$ cat config.mk
export PLATFORM = sky130hd
export DESIGN_NAME = ex_mem_skid_stage_flat
export DESIGN_NICKNAME = d
export VERILOG_FILES = /design/src/rtl/core_pipe_pkg.sv /design/src/rtl/ex_mem_skid_stage_if.sv /design/src/rtl/sat_counter.sv /design/src/rtl/ex_mem_skid_stage.sv /design/src/flat_wrapper.sv
export SDC_FILE = /design/constraint.sdc
export NUM_CORES = 1
export LEC_CHECK = 0
export BUFFER_PORTS_ARGS = -buffer_cell sky130_fd_sc_hd__buf_2
export CAP_MARGIN = 20
export CORE_AREA = 2 2 122 124
export DETAILED_ROUTE_END_ITERATION = 12
export DIE_AREA = 0 0 124 126
export PLACE_DENSITY = 0.9
export SYNTH_ARGS = -nofsm -noshare
export SYNTH_HDL_FRONTEND = slang
export SYNTH_SLANG_ARGS = --single-unit
export TNS_END_PERCENT = 10
$ cat constraint.sdc
create_clock -name clk -period 3.1 [get_ports clk]
set_clock_uncertainty 0.05 [all_clocks]
set_input_delay 0.31 -clock clk [delete_from_list [all_inputs] [get_ports clk]]
set_output_delay 0.31 -clock clk [all_outputs]
set_load 0.1 [all_outputs]
$ cat src/rtl/core_pipe_pkg.sv
// Shared pipeline types for the core: EX/MEM payload layout and counter defaults.
package core_pipe_pkg;

  typedef struct packed {
    logic [31:0] alu_result;
    logic [31:0] read_data_2;
    logic [4:0]  rd_num;
    logic [4:0]  addr_reg_2;
    logic        mem_write_en;
    logic        mem_to_reg;
    logic        reg_write;
    logic        reg_write_coprocessor;
    logic        is_mem_inst;
    logic        is_word;
    logic        halted;
  } ex_mem_payload_t;

  localparam int CNT_W_DEF = 16;

endpackage

$ cat src/rtl/ex_mem_skid_stage_if.sv
// Generic valid/ready channel carrying one W-bit payload per transfer.
interface ex_mem_skid_stage_if
  import core_pipe_pkg::*;
#(
  parameter int W = $bits(ex_mem_payload_t)
) ();
  logic         valid;
  logic         ready;
  logic [W-1:0] payload;

  modport master (output valid, output payload, input ready);
  modport slave  (input valid, input payload, output ready);
endinterface

$ cat src/rtl/sat_counter.sv
// Saturating up-counter; shared by the pipeline performance counters.
module sat_counter #(
  parameter int CNT_W = 16
) (
  input  logic             clk,
  input  logic             rst_n,
  input  logic             inc,
  input  logic             clear,
  output logic [CNT_W-1:0] count
);
  always_ff @(posedge clk or negedge rst_n) begin
    if (!rst_n)                   count <= '0;
    else if (clear)               count <= '0;
    else if (inc && (count != '1)) count <= count + 1'b1;
  end
endmodule

$ cat src/rtl/ex_mem_skid_stage.sv
// EX->MEM stage register with valid/ready handshake, optional 2-entry skid, flush and stall counter.
module ex_mem_skid_stage
  import core_pipe_pkg::*;
#(
  parameter int PAYLOAD_W = $bits(ex_mem_payload_t),
  parameter bit SKID      = 1'b1,
  parameter int CNT_W     = CNT_W_DEF
) (
  input  logic                clk,
  input  logic                rst_n,
  input  logic                flush,
  ex_mem_skid_stage_if.slave  ex_ch,
  ex_mem_skid_stage_if.master mem_ch,
  output logic [1:0]          occupancy,
  output logic [CNT_W-1:0]    stall_cnt
);
  logic                 main_valid;
  logic [PAYLOAD_W-1:0] main_payload;
  logic                 skid_valid;
  logic                 in_ready;
  logic                 xfer_in;
  logic                 xfer_out;

  assign xfer_in  = ex_ch.valid && in_ready && !flush;
  assign xfer_out = main_valid && mem_ch.ready;

  assign ex_ch.ready    = in_ready;
  assign mem_ch.valid   = main_valid;
  assign mem_ch.payload = main_payload;
  assign occupancy      = {1'b0, main_valid} + {1'b0, skid_valid};

  if (SKID) begin : g_skid
    logic [PAYLOAD_W-1:0] skid_payload;

    // in_ready comes straight from a flop so the upstream path never sees out_ready
    assign in_ready = !skid_valid;

    always_ff @(posedge clk or negedge rst_n) begin
      if (!rst_n) begin
        main_valid   <= 1'b0;
        main_payload <= '0;
        skid_valid   <= 1'b0;
        skid_payload <= '0;
      end else if (flush) begin
        main_valid <= 1'b0;
        skid_valid <= 1'b0;
      end else if (!main_valid || xfer_out) begin
        if (skid_valid) begin
          main_valid   <= 1'b1;
          main_payload <= skid_payload;
          skid_valid   <= 1'b0;
        end else begin
          main_valid <= xfer_in;
          if (xfer_in) main_payload <= ex_ch.payload;
        end
      end else if (xfer_in) begin
        skid_valid   <= 1'b1;
        skid_payload <= ex_ch.payload;
      end
    end
  end else begin : g_noskid
    assign skid_valid = 1'b0;
    assign in_ready   = !main_valid || mem_ch.ready;

    always_ff @(posedge clk or negedge rst_n) begin
      if (!rst_n) begin
        main_valid   <= 1'b0;
        main_payload <= '0;
      end else if (flush) begin
        main_valid <= 1'b0;
      end else if (xfer_in) begin
        main_valid   <= 1'b1;
        main_payload <= ex_ch.payload;
      end else if (xfer_out) begin
        main_valid <= 1'b0;
      end
    end
  end

  sat_counter #(.CNT_W(CNT_W)) u_stall_cnt (
    .clk   (clk),
    .rst_n (rst_n),
    .inc   (main_valid && !mem_ch.ready),
    .clear (1'b0),
    .count (stall_cnt)
  );
endmodule

$ cat src/flat_wrapper.sv
// flat-port wrapper written by rule: the top's interface ports become plain ports
module ex_mem_skid_stage_flat import core_pipe_pkg::*;
#(
  parameter int PAYLOAD_W = $bits(ex_mem_payload_t),
  parameter bit SKID      = 1'b1,
  parameter int CNT_W     = CNT_W_DEF
)
  (clk, rst_n, flush, occupancy, stall_cnt, ex_ch_valid, ex_ch_payload, ex_ch_ready, mem_ch_valid, mem_ch_payload, mem_ch_ready);
  ex_mem_skid_stage_if ex_ch_i ();
  ex_mem_skid_stage_if mem_ch_i ();
  input  logic clk;
  input  logic rst_n;
  input  logic flush;
  output logic [1:0] occupancy;
  output logic [CNT_W-1:0] stall_cnt;
  input wire logic [$bits(ex_ch_i.valid)-1:0] ex_ch_valid;
  input wire logic [$bits(ex_ch_i.payload)-1:0] ex_ch_payload;
  output wire logic [$bits(ex_ch_i.ready)-1:0] ex_ch_ready;
  output wire logic [$bits(mem_ch_i.valid)-1:0] mem_ch_valid;
  output wire logic [$bits(mem_ch_i.payload)-1:0] mem_ch_payload;
  input wire logic [$bits(mem_ch_i.ready)-1:0] mem_ch_ready;
  assign ex_ch_i.valid = ex_ch_valid;
  assign ex_ch_i.payload = ex_ch_payload;
  assign ex_ch_ready = ex_ch_i.ready;
  assign mem_ch_valid = mem_ch_i.valid;
  assign mem_ch_payload = mem_ch_i.payload;
  assign mem_ch_i.ready = mem_ch_ready;
  ex_mem_skid_stage #(.PAYLOAD_W(PAYLOAD_W), .SKID(SKID), .CNT_W(CNT_W)) u_core (.clk(clk), .rst_n(rst_n), .flush(flush), .ex_ch(ex_ch_i), .mem_ch(mem_ch_i), .occupancy(occupancy), .stall_cnt(stall_cnt));
endmodule
# After elaboration in Yosys (flattened, before gate mapping)
# Index checks and enable logic that the tools add are counted.
# classes
reduce_logical	15
eq_ne	1
add_sub_neg	2
bitwise_logic	2
n_mux	8
# ops
cell	n
2-to-1 mux 81 bit	2
adder 16 x 1 -> 16 bit (second input constant)	1
inequality test 16 bit (second input constant)	1
2-to-1 mux 1 bit	6
AND reduction 3 bit	2
logical AND 1 bit	5
zero test 1 bit	4
nonzero test 2 bit	2
nonzero test 3 bit	1
adder 1 x 1 -> 2 bit	1
NOT 1 bit	2
logical OR 1 bit	1
# word_totals
inputBits	86
ff_bits	180
elab_cells	33
out_inout_bits	101

# Depth between registers and ports, before layout
# Gate-level depths: netlist (run 1).
# depth
word_depth	6
ltp_mapped	6
depth_no_buf	5

# Modules after synthesis
# Synthesis (run 1) repeated with hierarchy kept, for this count alone.
# hier_totals
hier_cells	541
area_unflattened_um2	8029.0
# by_module_without_submodules
mod	area_per_inst_um2	seq_area_each_um2	cells_per_inst	instances
ex_mem_skid_stage	7086.8	4103.9	443	1
sat_counter	942.2	400.4	98	1

# Worst setup path after synthesis (run 1)
# No wires, ideal clock.
# synth_path
kind	register to register
startpoint	reg u_core.u_stall_cnt.count[0]
endpoint	reg u_core.u_stall_cnt.count[1]
synth_period_minus_slack_ps	2394
stages_incl_launch_ff	6
path_buffers	1
arrival_time_ps	2218
t_required_ps	2924
slack_ps	706
setup_time_ps	126
cell_sequence	dfrtp_1 -> ha_1 -> and4_4 -> a41o_1 -> buf_6 -> mux2_2
# synth_between
elab_chain_cells	2
word_cells_on_any_way	3
classes_between	add/sub (1); eq/ne (1); reduce/logical (1)
# synth_lines
item	line_no	rtl
from (decl)	sat_counter.sv:9	output logic [CNT_W-1:0] count
from (signal assigned)	sat_counter.sv:14	else if (inc && (count != '1)) count <= count + 1'b1;
parallel branches: the longest is 2 deep, another holds adder 16 x 1 -> 16 bit	--	
# Several ways; the timed one is not identified.
# A chain may end at the register's enable or synchronous reset.

# Worst setup path in the final report (run 1)
# layout_path
startpoint	reg u_core.skid_valid
endpoint	reg u_core.g_skid.skid_payload[56]
# layout_between
elab_chain_cells	4
# layout_lines
item	line_no	rtl
from (decl)	ex_mem_skid_stage.sv:19	logic skid_valid;
from (signal assigned)	ex_mem_skid_stage.sv:42	skid_valid <= 1'b0;
from (signal assigned)	ex_mem_skid_stage.sv:46	skid_valid <= 1'b0;
from (signal assigned)	ex_mem_skid_stage.sv:51	skid_valid <= 1'b0;
zero test 1 bit	ex_mem_skid_stage.sv:36	assign in_ready = !skid_valid;
logical AND 1 bit (2 in series)	ex_mem_skid_stage.sv:24	assign xfer_in = ex_ch.valid && in_ready && !flush;
AND reduction 3 bit (no line)	--	
to (signal assigned)	ex_mem_skid_stage.sv:58	skid_payload <= ex_ch.payload;
to (decl)	ex_mem_skid_stage.sv:33	logic [PAYLOAD_W-1:0] skid_payload;
# Every way passes these cells.

==> impl_metrics.yaml, run 1 <==
status:
  status: "finished, final reports clean"
clock_network:
  numCtsBuffers: 17
  clkSinkCount: 180
  ctsResizeCount: 0
  cts_max_level: 4
  clock_latency_ns: 0.41
  path_clk_slew_ns: 0.06
  cts_tree: "yes"
  clockBufferDepth: 2
  root_buffer: "clkbuf_16"
setup_path:
  cp-end-kind: "register"
  worstSetupStartpointType: "register"
  cp_data_arrival_time_ns: 2.66
  reg2reg_from: "u_core.skid_valid"
  rr_endpoint: "u_core.g_skid.skid_payload[56]"
  ff2ff_path_depth: 4
  rrSetupSlack_ns: 0.69
  worstPathRequired_ns: 3.35
  path_max_fanout: 81
  critPathKind: "reg2reg"
global_routing:
  grt_first_pass_wirelength_um: 25100
  grt_usage: 0.206
  grt_overflow: 0
  grt_max_degree: 89
  grt_pass1_vias: 5197
  antenna_found_initial: 1
power:
  peakVddDrop_v: 0.000701
  clock_power_share: 0.279
  p_leak_uw: 0.00419
  fin_total_pwr_uw: 7740
  p_int_uw: 4630
  power.density_nw_per_um2: 831
  switching_share: 0.402
  combPwrFrac: 0.319
  power.share.sequential: 0.402
  power_switching_uw: 3110
logic_synthesis:
  yosysUniqueCellTypes: 29
  seq_area_frac_synth: 0.596
  synth_area_um2: 7560
  synth-xor-area-share: 0.0151
  ys_ff_latch: 180
  synth_edf_count: 0
  syn-instance-count: 602
  synth_compound_area_frac: 0.0572
  muxShareOfSynthArea: 0.231
  netlist.area_leader.share: 0.596
  synthTopCellsByArea: "dfrtp_1 (60%), mux2_1 (12%), mux2i_1 (11%)"
  postSynthAreaPerCell_um2: 12.6
  synth_top_area_cell: "dfrtp_1"
  synthAdderAreaFrac: 0.00331
  yosys.area_share.simple: 0.0723
  ys.flop_type: "dfrtp_1"
  yosysWarnings: 0
  synth.net_count: 690
  synth-async-reset-ratio: 1.00
  synth_top_family_by_area: "multiplexers"
layout:
  fin_area_um2: 9320
  layout_common_cells: "buf_2 (185), dfrtp_1 (179), nor2_1 (87), a21oi_1 (83), mux2i_1 (81)"
  nNetsFinal: 870
  final_common_cell: "buf_2"
  syn_to_final_growth_pct: 23.2
  drive_gt1_frac: 0.294
die:
  ios: 187
  die-area_um2: 15600
  rows: 44
  core_um2: 14300
  die_w_um: 124
  die_h_um: 126
  start_util: 0.528
routing:
  first_pass_iters: 4
  route.detailed.wl_per_inst_um: 15.8
  wl_um: 15500
  viasPerCell: 5.25
  drc: 0
  antenna_left: 0
  vias: 5145
  drt_iter0_drc: 239
timing:
  worst_pin_slew_ns: 1.09
  setup_viol: 0
  hold_viol_final: 0
  period_needed_ns: 2.41
  final.setup.worst_slack_ns: 0.689
  slew_violations: 0
  post-route-period-util: 0.778
  rsz0062_at_grt: "false"
  fmax_mhz: 415
  setup_tns_ns: 0
  relSlewSlack: 0.271
hold_path:
  hold_class: "in2reg"
  worstHoldPathCells: 2
  worstHoldStart: "ex_ch_payload[61]"
  whs_endpoint: "u_core.g_skid.skid_payload[61]"
placed_design:
  placed_cell_area_um2: 8710
  place.gp.congestion: 0.754
  port_buffers: 186
  pre_cts_slack_ns: 0.692
  hpwl_um: 10600
flow_run:
  maxCapViolCount: 0
-- kinds of logic (layout without fill, tap and decap cells) --
logic type / count (synthesis) / after routing
buf+inv: 39 / 232
fa+ha+maj: 2 / 2
other cells: 0 / 1
simple gates: 119 / 119
compound gates: 85 / 85
mux: 164 / 164
xor+xnor: 13 / 13
flops: 180 / 180
-- cell usage after synthesis (2+ instances only) --
cell     instances
inv_1            4
xor2_1          10
nand3_1          6
xnor2_1          3
and3_1           2
nor4_1           2
nor2_1          87
nor3_2           3
mux2_1          80
nand4_1          3
mux2_2           3
and4_4           2
ha_1             2
nor3_1           3
mux2i_1         81
nand2_1          5
buf_2           33
a21oi_1         83
dfrtp_1        180
-- sequential cells by signal, indices dropped and copies added, names as in the netlist --
signal	count
u_core.mem_ch.payload	81
u_core.g_skid.skid_payload	81
u_core.u_stall_cnt.count	16
u_core.mem_ch.valid	1
u_core.skid_valid	1
-- metal layers --
metal,part of all wire,GRT usage,up-vias
met4,0.021,0.0787,0
met1,0.43,0.266,2514
met5,0,0,-
li1,-,-,2472
met2,0.50,0.333,132
met3,0.054,0.0534,27
-- power by group through the flow --
stage	registers, uW	clock network [uW]	logic (uW)
final	3110	2160	2470
after global routing	3180	2320	2590
after CTS	3120	2210	2490
after detailed placement	3160	0	2480
after global placement	3120	0	2440
after floorplan	4610	0	502
-- worst max path at each step --
stage                                start                             end  slack, ns  cells after the start
2_1_floorplan  u_core.u_stall_cnt.count[0]     u_core.u_stall_cnt.count[1]       0.71                      5
3_3_place_gp             u_core.skid_valid  u_core.g_skid.skid_payload[56]       0.74                      4
3_5_place_dp             u_core.skid_valid  u_core.g_skid.skid_payload[56]       0.69                      4
4_1_cts                  u_core.skid_valid  u_core.g_skid.skid_payload[56]       0.67                      4
5_1_grt                  u_core.skid_valid  u_core.g_skid.skid_payload[56]       0.56                      4
6_report                 u_core.skid_valid  u_core.g_skid.skid_payload[56]       0.69                      4
-- critical path, cell delays in order, from the launching register on --
cell,delay (ns)
dfrtp_4,0.68
inv_1,0.17
nand3_4,0.09
buf_4,0.80
mux2_2,0.42
-- cell type report --
cell class	instances	area (um2)
Clock buffer	23	468
Sequential cell	180	4510
Multi-Input combinational cell	383	2880
Inverter	4	15.0
Tap cell	184	230
Fill cell	1084	4990
Timing Repair Buffer	196	1090
Clock inverter	9	128
Antenna cell	1	2.50
-- through the flow --
step,instances,util,hold WS [ns]
floorplan,602,-,-0.0356
global placement,946,0.609,0.394
detailed placement,946,0.609,0.398
CTS,979,0.651,0.0513
global route,980,0.651,0.0563
finish,980,0.651,0.0691
-- timing repair --
action	CTS	global route
hold endpoints to repair	86	0
hold buffers	1	0
setup buffers	0	0
setup endpoints to repair	0	0
No activity file was read; power rests on OpenSTA's default activity.
==> run 2: changes to the inputs <==
CORE_AREA = 2 2 129 131   (was 2 2 122 124)
DIE_AREA = 0 0 131 133   (was 0 0 124 126)
PLACE_DENSITY = 0.86   (was 0.9)
clock period = 2.2 ns   (was 3.1 ns; I/O delays follow)
==> run 2 against run 1 <==
  * Clock-buffer cell count decreased by 1
  * Largest cell class unchanged
  * Setup slack worse by 0.46 ns
  * Sequential share of layout area shrank 3.9 points
  * Non-clock buffer count is 84 higher
  * Critical path depth increased by 1
  * Wire length grew 11%
  * First-iteration DRC count grew 0.84%
  * Critical endpoint is now u_core.u_stall_cnt.count[15]
  * Cell count up 12%
  * Utilization down 2.4 points
  * Combinational power up 47%
  * Clock power is 32% higher
  * Critical path type unchanged
  * Highest routed layer unchanged
==> impl_metrics.yaml, run 2 (same netlist as run 1, synthesis figures left out) <==
routing:
  drt_iter0_drc: 241
  drc: 0
  wl_um: 17200
  route.detailed.wl_per_inst_um: 15.7
  first_pass_iters: 5
  antenna_left: 0
  viasPerCell: 5.07
  vias: 5557
die:
  core_um2: 16200
  start_util: 0.468
  die_h_um: 133
  ios: 187
  die_w_um: 131
  rows: 47
  die-area_um2: 17400
global_routing:
  antenna_found_initial: 0
  grt_usage: 0.201
  top_usage_layer: "met2"
  grt_util_met2: 0.344
  grt.met1_usage: 0.239
  grtUsageMet3: 0.0594
  grt_pass1_vias: 5651
  grt_first_pass_wirelength_um: 27600
  grt_overflow: 0
  grt_max_degree: 89
clock_network:
  post_cts_buffers: 0
  clkSinkCount: 180
  clockBufferDepth: 2
  cts_max_level: 4
  ctsResizeCount: 0
  numCtsBuffers: 17
  path_clk_slew_ns: 0.06
  cts_tree: "yes"
  root_buffer: "clkbuf_16"
  clock_latency_ns: 0.42
flow_run:
  maxCapViolCount: 0
power:
  fin_total_pwr_uw: 10900
  power.density_nw_per_um2: 1070
  peakVddDrop_v: 0.00147
  p_leak_uw: 0.00451
timing:
  slew_violations: 0
  setup_viol: 0
  period_needed_ns: 1.97
  post-route-period-util: 0.897
  worst_pin_slew_ns: 0.674
  relSlewSlack: 0.551
  setup_tns_ns: 0
  hold_viol_final: 0
  fmax_mhz: 507
  rsz0062_at_grt: "false"
setup_path:
  cp-end-kind: "register"
  rrSetupSlack_ns: 0.23
  critPathKind: "reg2reg"
  rr_endpoint: "u_core.u_stall_cnt.count[15]"
  ff2ff_path_depth: 5
  worstPathRequired_ns: 2.49
  cp-endpoint: "u_core.u_stall_cnt.count[15]"
  path_max_fanout: 13
  cp_data_arrival_time_ns: 2.27
  reg2reg_from: "u_core.u_stall_cnt.count[0]"
  worstSetupStartpointType: "register"
  critPathLaunch: "u_core.u_stall_cnt.count[0]"
layout:
  antenna_cells: 0
  nNetsFinal: 954
  syn_to_final_growth_pct: 34.1
  drive_gt1_frac: 0.274
  layout_common_cells: "buf_2 (185), dfrtp_1 (172), nor2_1 (87), a21oi_1 (83), dlygate4sd3_1 (82)"
  final_common_cell: "buf_2"
placed_design:
  port_buffers: 186
  hpwl_um: 10200
  place.gp.congestion: 0.807
status:
  status: "finished, final reports clean"
hold_path:
  hold_class: "in2reg"
==> run 2: metrics by stage <==
| step | util | cell area [um2] | cells | setup slack, ns | hold WS (ns) |
|---|---|---|---|---|---|
| 2_1_floorplan | - | 7570 | 602 | -0.00907 | -0.126 |
| 3_3_place_gp | 0.543 | 8790 | 985 | 0.260 | 0.171 |
| 3_5_place_dp | 0.543 | 8790 | 985 | 0.235 | 0.174 |
| 4_1_cts | 0.627 | 10100 | 1095 | 0.220 | 0.00565 |
| 5_1_grt | 0.627 | 10100 | 1095 | 0.108 | 0.0217 |
| 6_report | 0.627 | 10100 | 1095 | 0.228 | 0.0299 |
==> run 2: where the power goes <==
group          switching [uW]  leakage (uW)  internal, uW
Sequential                395       0.00210          3990
Clock                    1190      0.000262          1670
Combinational            2840       0.00215           792
Total                    4420       0.00451          6460
==> run 2: metal layers <==
metal / share of wire / vias up / wire (um)
met5: 0 / - / 0
met4: 0.017 / 0 / 284
met3: 0.059 / 29 / 1010
met2: 0.51 / 156 / 8800
met1: 0.41 / 2747 / 7110
li1: - / 2625 / -
==> run 2: worst min-delay path by stage <==
stage | start | to | slack [ns] | depth (start not counted)
2_1_floorplan | rst_n | u_core.g_skid.skid_payload[0] | -0.13 | 0
3_3_place_gp | rst_n | u_core.g_skid.skid_payload[68] | 0.17 | 1
3_5_place_dp | rst_n | u_core.g_skid.skid_payload[68] | 0.17 | 1
4_1_cts | ex_ch_payload[27] | u_core.g_skid.skid_payload[27] | 0.006 | 2
5_1_grt | ex_ch_payload[27] | u_core.g_skid.skid_payload[27] | 0.02 | 2
6_report | ex_ch_payload[27] | u_core.g_skid.skid_payload[27] | 0.03 | 2
==> run 2: area by class of cell <==
class | count | area (um2)
clock buffers | 22 | 454
clock inverters | 6 | 82.6
fillers | 1175 | 6030
inverters | 4 | 15.0
multi-input cells | 383 | 2880
flip-flops and latches | 180 | 4520
well taps | 220 | 275
repair buffers | 280 | 1920
==> run 2: critical path, cell delays in order (launching register included) <==
cell and delay, ns:
dfrtp_2 0.43, ha_1 0.24, and4_4 0.22, a41o_1 0.41, nor4_1 0.39, xor2_1 0.16
==> run 2: repair_timing <==
| action | CTS | global route |
|---|---|---|
| hold buffers | 82 | 0 |
| endpoints found under the hold margin | 129 | 0 |
| endpoints found under the setup margin | 0 | 0 |
